==> src/rtl/unified_mem_arbiter_if.sv <==
// Bundle between the fetch port, the load/store port, the memory and the arbiter.
// The arbiter takes the slave view; requesters and memory take the master view.
interface unified_mem_arbiter_if #(
    parameter int ADDR_W = 8,
    parameter int DATA_W = 32
);
    logic              if_req;
    logic [ADDR_W-1:0] if_addr;
    logic              if_gnt;
    logic              if_valid;
    logic [DATA_W-1:0] if_rdata;
    logic              if_err;
    logic              stall_if;

    logic              dm_req;
    logic              dm_we;
    logic [ADDR_W-1:0] dm_addr;
    logic [2:0]        dm_read_part;
    logic [1:0]        dm_write_part;
    logic [DATA_W-1:0] dm_wdata;
    logic              dm_gnt;
    logic              dm_valid;
    logic [DATA_W-1:0] dm_rdata;
    logic              dm_err;

    logic              mem_read;
    logic              mem_write;
    logic [ADDR_W-1:0] mem_addr;
    logic [DATA_W-1:0] mem_wdata;
    logic [2:0]        mem_read_part;
    logic [1:0]        mem_write_part;
    logic [DATA_W-1:0] mem_rdata;

    modport slave (
        input  if_req, if_addr,
        output if_gnt, if_valid, if_rdata, if_err, stall_if,
        input  dm_req, dm_we, dm_addr, dm_read_part, dm_write_part, dm_wdata,
        output dm_gnt, dm_valid, dm_rdata, dm_err,
        output mem_read, mem_write, mem_addr, mem_wdata,
        output mem_read_part, mem_write_part,
        input  mem_rdata
    );

    modport master (
        output if_req, if_addr,
        input  if_gnt, if_valid, if_rdata, if_err, stall_if,
        output dm_req, dm_we, dm_addr, dm_read_part, dm_write_part, dm_wdata,
        input  dm_gnt, dm_valid, dm_rdata, dm_err,
        input  mem_read, mem_write, mem_addr, mem_wdata,
        input  mem_read_part, mem_write_part,
        output mem_rdata
    );
endinterface

==> src/rtl/unified_mem_arbiter.sv <==
// Single-port unified memory arbiter: fetch vs load/store, one grant per cycle,
// registered one-cycle response, anti-starvation for fetch, illegal access filtering.
module unified_mem_arbiter #(
    parameter int ADDR_W       = 8,
    parameter int DATA_W       = 32,
    parameter int STARVE_LIMIT = 4
) (
    input  logic                  clk,
    input  logic                  rst_n,
    unified_mem_arbiter_if.slave  bus
);
    typedef enum logic [1:0] {
        IDLE   = 2'd0,
        RSP_IF = 2'd1,
        RSP_DM = 2'd2
    } state_t;

    localparam logic [3:0] LIMIT = 4'(STARVE_LIMIT);

    state_t            state;
    state_t            state_nxt;
    logic [3:0]        starve_cnt;
    logic              starved;
    logic              if_ok;
    logic              dm_ok;
    logic              if_win;
    logic              dm_win;
    logic [DATA_W-1:0] if_rdata_q;
    logic [DATA_W-1:0] dm_rdata_q;
    logic              if_err_q;
    logic              dm_err_q;

    always_comb begin
        if_ok = (bus.if_addr[1:0] == 2'b00);
        dm_ok = 1'b0;
        if (bus.dm_we) begin
            case (bus.dm_write_part)
                2'd0:    dm_ok = (bus.dm_addr[1:0] == 2'b00);
                2'd1:    dm_ok = ~bus.dm_addr[0];
                2'd2:    dm_ok = 1'b1;
                default: dm_ok = 1'b0;
            endcase
        end else begin
            case (bus.dm_read_part)
                3'd0:       dm_ok = (bus.dm_addr[1:0] == 2'b00);
                3'd1, 3'd2: dm_ok = ~bus.dm_addr[0];
                3'd3, 3'd4: dm_ok = 1'b1;
                default:    dm_ok = 1'b0;
            endcase
        end
    end

    // Reset masks grants so every combinational output drops at once.
    assign starved = (starve_cnt == LIMIT);
    assign if_win  = rst_n & bus.if_req & (~bus.dm_req | starved);
    assign dm_win  = rst_n & bus.dm_req & ~if_win;

    always_ff @(posedge clk or negedge rst_n) begin
        if (!rst_n) begin
            state <= IDLE;
        end else begin
            state <= state_nxt;
        end
    end

    always_comb begin
        state_nxt = IDLE;
        unique case (1'b1)
            if_win:  state_nxt = RSP_IF;
            dm_win:  state_nxt = RSP_DM;
            default: state_nxt = IDLE;
        endcase
    end

    always_ff @(posedge clk or negedge rst_n) begin
        if (!rst_n) begin
            starve_cnt <= '0;
            if_rdata_q <= '0;
            dm_rdata_q <= '0;
            if_err_q   <= 1'b0;
            dm_err_q   <= 1'b0;
        end else begin
            if (bus.if_req && !if_win) begin
                starve_cnt <= starved ? starve_cnt : starve_cnt + 4'd1;
            end else begin
                starve_cnt <= '0;
            end
            if (if_win) begin
                if_rdata_q <= if_ok ? bus.mem_rdata : '0;
                if_err_q   <= ~if_ok;
            end
            if (dm_win) begin
                dm_rdata_q <= (dm_ok && !bus.dm_we) ? bus.mem_rdata : '0;
                dm_err_q   <= ~dm_ok;
            end
        end
    end

    always_comb begin
        bus.if_gnt         = if_win;
        bus.dm_gnt         = dm_win;
        bus.stall_if       = rst_n & bus.if_req & ~if_win;
        bus.if_valid       = (state == RSP_IF);
        bus.dm_valid       = (state == RSP_DM);
        bus.if_err         = (state == RSP_IF) & if_err_q;
        bus.dm_err         = (state == RSP_DM) & dm_err_q;
        bus.if_rdata       = if_rdata_q;
        bus.dm_rdata       = dm_rdata_q;
        bus.mem_read       = 1'b0;
        bus.mem_write      = 1'b0;
        bus.mem_addr       = '0;
        bus.mem_wdata      = '0;
        bus.mem_read_part  = 3'd0;
        bus.mem_write_part = 2'd0;
        unique case (1'b1)
            if_win: begin
                bus.mem_read = if_ok;
                bus.mem_addr = bus.if_addr;
            end
            dm_win: begin
                bus.mem_read       = dm_ok & ~bus.dm_we;
                bus.mem_write      = dm_ok & bus.dm_we;
                bus.mem_addr       = bus.dm_addr;
                bus.mem_wdata      = bus.dm_wdata;
                bus.mem_read_part  = bus.dm_read_part;
                bus.mem_write_part = bus.dm_write_part;
            end
            default: ;
        endcase
    end
endmodule

==> src/flat_wrapper.sv <==
// flat-port wrapper written by rule: the top's interface ports become plain ports
module unified_mem_arbiter_flat 
#(
    parameter int ADDR_W       = 8,
    parameter int DATA_W       = 32,
    parameter int STARVE_LIMIT = 4
)
  (clk, rst_n, bus_if_req, bus_if_addr, bus_if_gnt, bus_if_valid, bus_if_rdata, bus_if_err, bus_stall_if, bus_dm_req, bus_dm_we, bus_dm_addr, bus_dm_read_part, bus_dm_write_part, bus_dm_wdata, bus_dm_gnt, bus_dm_valid, bus_dm_rdata, bus_dm_err, bus_mem_read, bus_mem_write, bus_mem_addr, bus_mem_wdata, bus_mem_read_part, bus_mem_write_part, bus_mem_rdata);
  unified_mem_arbiter_if #(.ADDR_W(ADDR_W), .DATA_W(DATA_W)) bus_i ();
  input  logic clk;
  input  logic rst_n;
  input wire logic [$bits(bus_i.if_req)-1:0] bus_if_req;
  input wire logic [$bits(bus_i.if_addr)-1:0] bus_if_addr;
  output wire logic [$bits(bus_i.if_gnt)-1:0] bus_if_gnt;
  output wire logic [$bits(bus_i.if_valid)-1:0] bus_if_valid;
  output wire logic [$bits(bus_i.if_rdata)-1:0] bus_if_rdata;
  output wire logic [$bits(bus_i.if_err)-1:0] bus_if_err;
  output wire logic [$bits(bus_i.stall_if)-1:0] bus_stall_if;
  input wire logic [$bits(bus_i.dm_req)-1:0] bus_dm_req;
  input wire logic [$bits(bus_i.dm_we)-1:0] bus_dm_we;
  input wire logic [$bits(bus_i.dm_addr)-1:0] bus_dm_addr;
  input wire logic [$bits(bus_i.dm_read_part)-1:0] bus_dm_read_part;
  input wire logic [$bits(bus_i.dm_write_part)-1:0] bus_dm_write_part;
  input wire logic [$bits(bus_i.dm_wdata)-1:0] bus_dm_wdata;
  output wire logic [$bits(bus_i.dm_gnt)-1:0] bus_dm_gnt;
  output wire logic [$bits(bus_i.dm_valid)-1:0] bus_dm_valid;
  output wire logic [$bits(bus_i.dm_rdata)-1:0] bus_dm_rdata;
  output wire logic [$bits(bus_i.dm_err)-1:0] bus_dm_err;
  output wire logic [$bits(bus_i.mem_read)-1:0] bus_mem_read;
  output wire logic [$bits(bus_i.mem_write)-1:0] bus_mem_write;
  output wire logic [$bits(bus_i.mem_addr)-1:0] bus_mem_addr;
  output wire logic [$bits(bus_i.mem_wdata)-1:0] bus_mem_wdata;
  output wire logic [$bits(bus_i.mem_read_part)-1:0] bus_mem_read_part;
  output wire logic [$bits(bus_i.mem_write_part)-1:0] bus_mem_write_part;
  input wire logic [$bits(bus_i.mem_rdata)-1:0] bus_mem_rdata;
  assign bus_i.if_req = bus_if_req;
  assign bus_i.if_addr = bus_if_addr;
  assign bus_if_gnt = bus_i.if_gnt;
  assign bus_if_valid = bus_i.if_valid;
  assign bus_if_rdata = bus_i.if_rdata;
  assign bus_if_err = bus_i.if_err;
  assign bus_stall_if = bus_i.stall_if;
  assign bus_i.dm_req = bus_dm_req;
  assign bus_i.dm_we = bus_dm_we;
  assign bus_i.dm_addr = bus_dm_addr;
  assign bus_i.dm_read_part = bus_dm_read_part;
  assign bus_i.dm_write_part = bus_dm_write_part;
  assign bus_i.dm_wdata = bus_dm_wdata;
  assign bus_dm_gnt = bus_i.dm_gnt;
  assign bus_dm_valid = bus_i.dm_valid;
  assign bus_dm_rdata = bus_i.dm_rdata;
  assign bus_dm_err = bus_i.dm_err;
  assign bus_mem_read = bus_i.mem_read;
  assign bus_mem_write = bus_i.mem_write;
  assign bus_mem_addr = bus_i.mem_addr;
  assign bus_mem_wdata = bus_i.mem_wdata;
  assign bus_mem_read_part = bus_i.mem_read_part;
  assign bus_mem_write_part = bus_i.mem_write_part;
  assign bus_i.mem_rdata = bus_mem_rdata;
  unified_mem_arbiter #(.ADDR_W(ADDR_W), .DATA_W(DATA_W), .STARVE_LIMIT(STARVE_LIMIT)) u_core (.clk(clk), .rst_n(rst_n), .bus(bus_i));
endmodule
==> config.mk <==
export PLATFORM = sky130hd
export DESIGN_NAME = unified_mem_arbiter_flat
export DESIGN_NICKNAME = d
export VERILOG_FILES = /design/src/rtl/unified_mem_arbiter_if.sv /design/src/rtl/unified_mem_arbiter.sv /design/src/flat_wrapper.sv
export SDC_FILE = /design/constraint.sdc
export NUM_CORES = 1
export LEC_CHECK = 0
export ABC_AREA = 0
export ABC_CLOCK_PERIOD_IN_PS = 1900
export CORE_MARGIN = 10
export CORE_UTILIZATION = 33
export DETAILED_ROUTE_END_ITERATION = 10
export PLACE_DENSITY = 0.76
export SETUP_SLACK_MARGIN = 0.5
export SKIP_CTS_REPAIR_TIMING = 1
export SYNTH_ARGS = -nofsm -noshare
export SYNTH_HDL_FRONTEND = slang
export SYNTH_SLANG_ARGS = --single-unit
==> constraint.sdc <==
create_clock -name clk -period 1.9 [get_ports clk]
set_input_delay 0.475 -clock clk [delete_from_list [all_inputs] [get_ports clk]]
set_output_delay 0.475 -clock clk [all_outputs]
set_load 0.02 [all_outputs]
==> flow_summary_export.csv <==
group,metric,value,unit
layout,final_common_cell,"nand2_1",
power,ir_drop,0.4088,mV
power,power.leakage,0.003206,uW
worst_setup_path,crit_path_end_kind,"primary output",
timing,fin_crit,2.360,ns
power,p_per_area,731.8,mW/mm2
timing,finalClockSkew,0.005728,ns
worst_setup_path,cp_data_required_time,1.42,ns
synthesis,syn_nets,477,
clocking,clock_sinks,72,
worst_setup_path,cp.arrival,1.88,ns
layout,fillers,842,
timing,drv_slew,0,
worst_setup_path,cp_slowest_cell,"dfrtp_1",
clocking,cts_root_buffer,"clkbuf_8",
synthesis,synth_warnings,0,
outcome,status,"finished, violations left",
synthesis,ys_seq_area_frac,0.5411,
floorplanning,ios,208,
drt,final_antenna_net_count,0,
timing,rsz0062_at_grt,"yes",
floorplanning,die_area,0.01451,mm2
synthesis,synth.distinct_cells,28,
worst_setup_path,crit_path_max_fanout,29,
timing,hold_viol_final,0,
power,total_power,4702,uW
clocking,cts_tree,"yes",
layout,area_growth,92.97,%
worst_setup_path,crit_type,"register to primary output",
timing,finalWorstSetupSlack,-0.4598,ns
drt,routed_wl,13.94,mm
layout,nets,717,
worst_setup_path,r2r_start,"u_core.starve_cnt[1]$_DFFE_PN0P_",
worst_setup_path,critPathTopFamily,"buffers and inverters",
grt,antenna_found_initial,1,
worst_setup_path,cpMostUsedCell,"inv_2",
floorplanning,fp.dieH,120.4,um
floorplanning,core_region_area,0.009819,mm2
timing,worst_pin_slew,0.9186,ns
layout,drive_gt1_frac,0.3873,
grt,grt_pass1_wl,21.07,mm
grt,grt_max_degree,73,
layout,diodes,0,
worst_setup_path,rr_worst_depth,7,
synthesis,avgSynthCellArea,8.648,um2
worst_setup_path,cp_slowest_stage_delay,0.40,ns
layout,regArea,0.001802,mm2
drt,avgRoutedWirePerCell,18.27,um
worst_setup_path,cp-start-kind,"register",
placed_design,gp_congestion,0.7604,
worst_setup_path,crit_buf_inv,4,
floorplanning,start_util,0.3391,
placed_design,portBuffers,207,
placed_design,dp_hpwl,10.28,mm
hold_path,holdCritPathClass,"input port to asynchronous set/reset pin",
outcome,violations,"setup timing",
timing,fin_crit_sh,1.242,
worst_setup_path,r2r_slack,0.14,ns
worst_setup_path,timing.rr.end,"u_core.starve_cnt[2]$_DFFE_PN0P_",
layout,finish.instance_area,0.006425,mm2
clocking,cts_htree_levels,3,
drt,vias_per_cell,4.701,
clocking,clockBufferDepth,2,
timing,slew_headroom,0.3876,
synthesis,syn_inst,385,
synthesis,synthesis.area,0.003329,mm2
clocking,insertion_delay,0.34,ns
drt,drt_iter0_markers,254,
placed_design,placement.cell_area,0.005932,mm2
layout,most-common-layout-cells,"nand2_1 (131), clkdlybuf4s50_1 (90), buf_6 (76), dfrtp_1 (72), buf_4 (46)",
floorplanning,die_width,120.4,um
grt,grt_overflow,0,
worst_setup_path,crit_chain,"inv_2 -> ha_4 -> nand3b_4 -> o211ai_4 -> inv_2 -> buf_12 -> a22o_4 -> clkbuf_2",
grt,grt_use_total,0.1816,
clocking,clk_pin_slew,0.08,ns
synthesis,ys_ff_latch,72,
drt,drc,0,
timing,setup_violations,50,
drt,num_vias,3587,
clocking,numCtsBuffers,9,
layout,multi_input_area,0.001665,mm2
floorplanning,rows,36,
drt,dr.pass1.iters,4,
grt,grt_pass1_vias,3886,
timing,max_freq,423.8,MHz
job,maxCapViolCount,0,
through the flow:
step,TNS [ns],worst slack [ns],std cells,utilization,hold WS [ns]
2_1_floorplan,-3.535,-0.1025,385,-,0.1794
3_3_place_gp,-46.52,-0.8144,725,0.6041,0.4572
3_5_place_dp,-48.16,-0.8293,725,0.6041,0.4624
4_1_cts,-42.63,-0.9074,741,0.6300,0.4212
5_1_grt,-23.61,-0.5395,763,0.6543,0.4614
6_report,-19.74,-0.4598,763,0.6543,0.3729
synthesized netlist by cell type (all sizes together):
library cell	count	area share
clkinv	1	0.0015
o21ai	37	0.056
and2	39	0.073
nand2	133	0.15
ha	2	0.0075
xnor2	2	0.0053
a22o	7	0.018
o211ai	1	0.0064
o22a	1	0.0026
nor2b	4	0.0075
inv	7	0.0079
o31ai	1	0.0023
o31a	1	0.0026
buf	12	0.022
and3	1	0.0019
nor2	8	0.0090
a21oi	5	0.0075
dfrtp	72	0.54
nand3	34	0.051
nor3	1	0.0015
nand2b	1	0.0019
clkbuf	13	0.015
a21o	1	0.0023
nand3b	1	0.0060
worst reg2reg max path, stage by stage, from the launching register on:
cell and delay (ns):
dfrtp_1 0.37, inv_2 0.06, ha_4 0.16, nand3b_4 0.10, a21o_1 0.25, buf_4 0.41
nand2_1 0.19, a21oi_1 0.14
layout make-up:
class                   instances  share of cell area
clock buffers                  11             0.02356
clock inverters                 5             0.01597
inverters                       8            0.006621
multi-input cells             280              0.2592
flip-flops and latches         72              0.2804
well taps                     133             0.02590
repair buffers                254              0.3883
worst max path at each step:
stage,from,endpoint,depth (start not counted)
6_report,u_core.starve_cnt[1]$_DFFE_PN0P_,bus_mem_addr[5],8
5_1_grt,u_core.starve_cnt[1]$_DFFE_PN0P_,bus_mem_addr[1],8
4_1_cts,u_core.starve_cnt[1]$_DFFE_PN0P_,bus_mem_addr[1],8
3_5_place_dp,bus_dm_req,bus_mem_addr[1],5
3_3_place_gp,bus_dm_req,bus_mem_addr[1],5
2_1_floorplan,u_core.starve_cnt[0]$_DFFE_PN0P_,bus_mem_addr[5],7
layer usage:
| layer | wire, um | track usage |
|---|---|---|
| met4 | 121 | 0.04374 |
| met1 | 5219 | 0.1881 |
| met5 | 0 | 0 |
| met2 | 6936 | 0.3054 |
| met3 | 1664 | 0.1117 |
power breakdown:
part | switching, uW | internal, uW
sequential | 104 | 1670
clock | 587 | 942
combinational | 684 | 712
cells by family after synthesis:
family,count (synthesis),synth area share
xor+xnor,2,0.005262
compound gates,54,0.09771
buf+inv,33,0.04622
flops,72,0.5412
fa+ha+maj,2,0.007515
simple gates,222,0.3021
registers in the layout, summed over array words and instances (netlist names):
signal and count:
u_core.dm_err_q 1, u_core.bus.if_rdata 32, u_core.bus.dm_rdata 32, u_core.if_err_q 1
u_core.state 2, u_core.starve_cnt 4
Note: power is estimated with default switching activity, not from simulation.
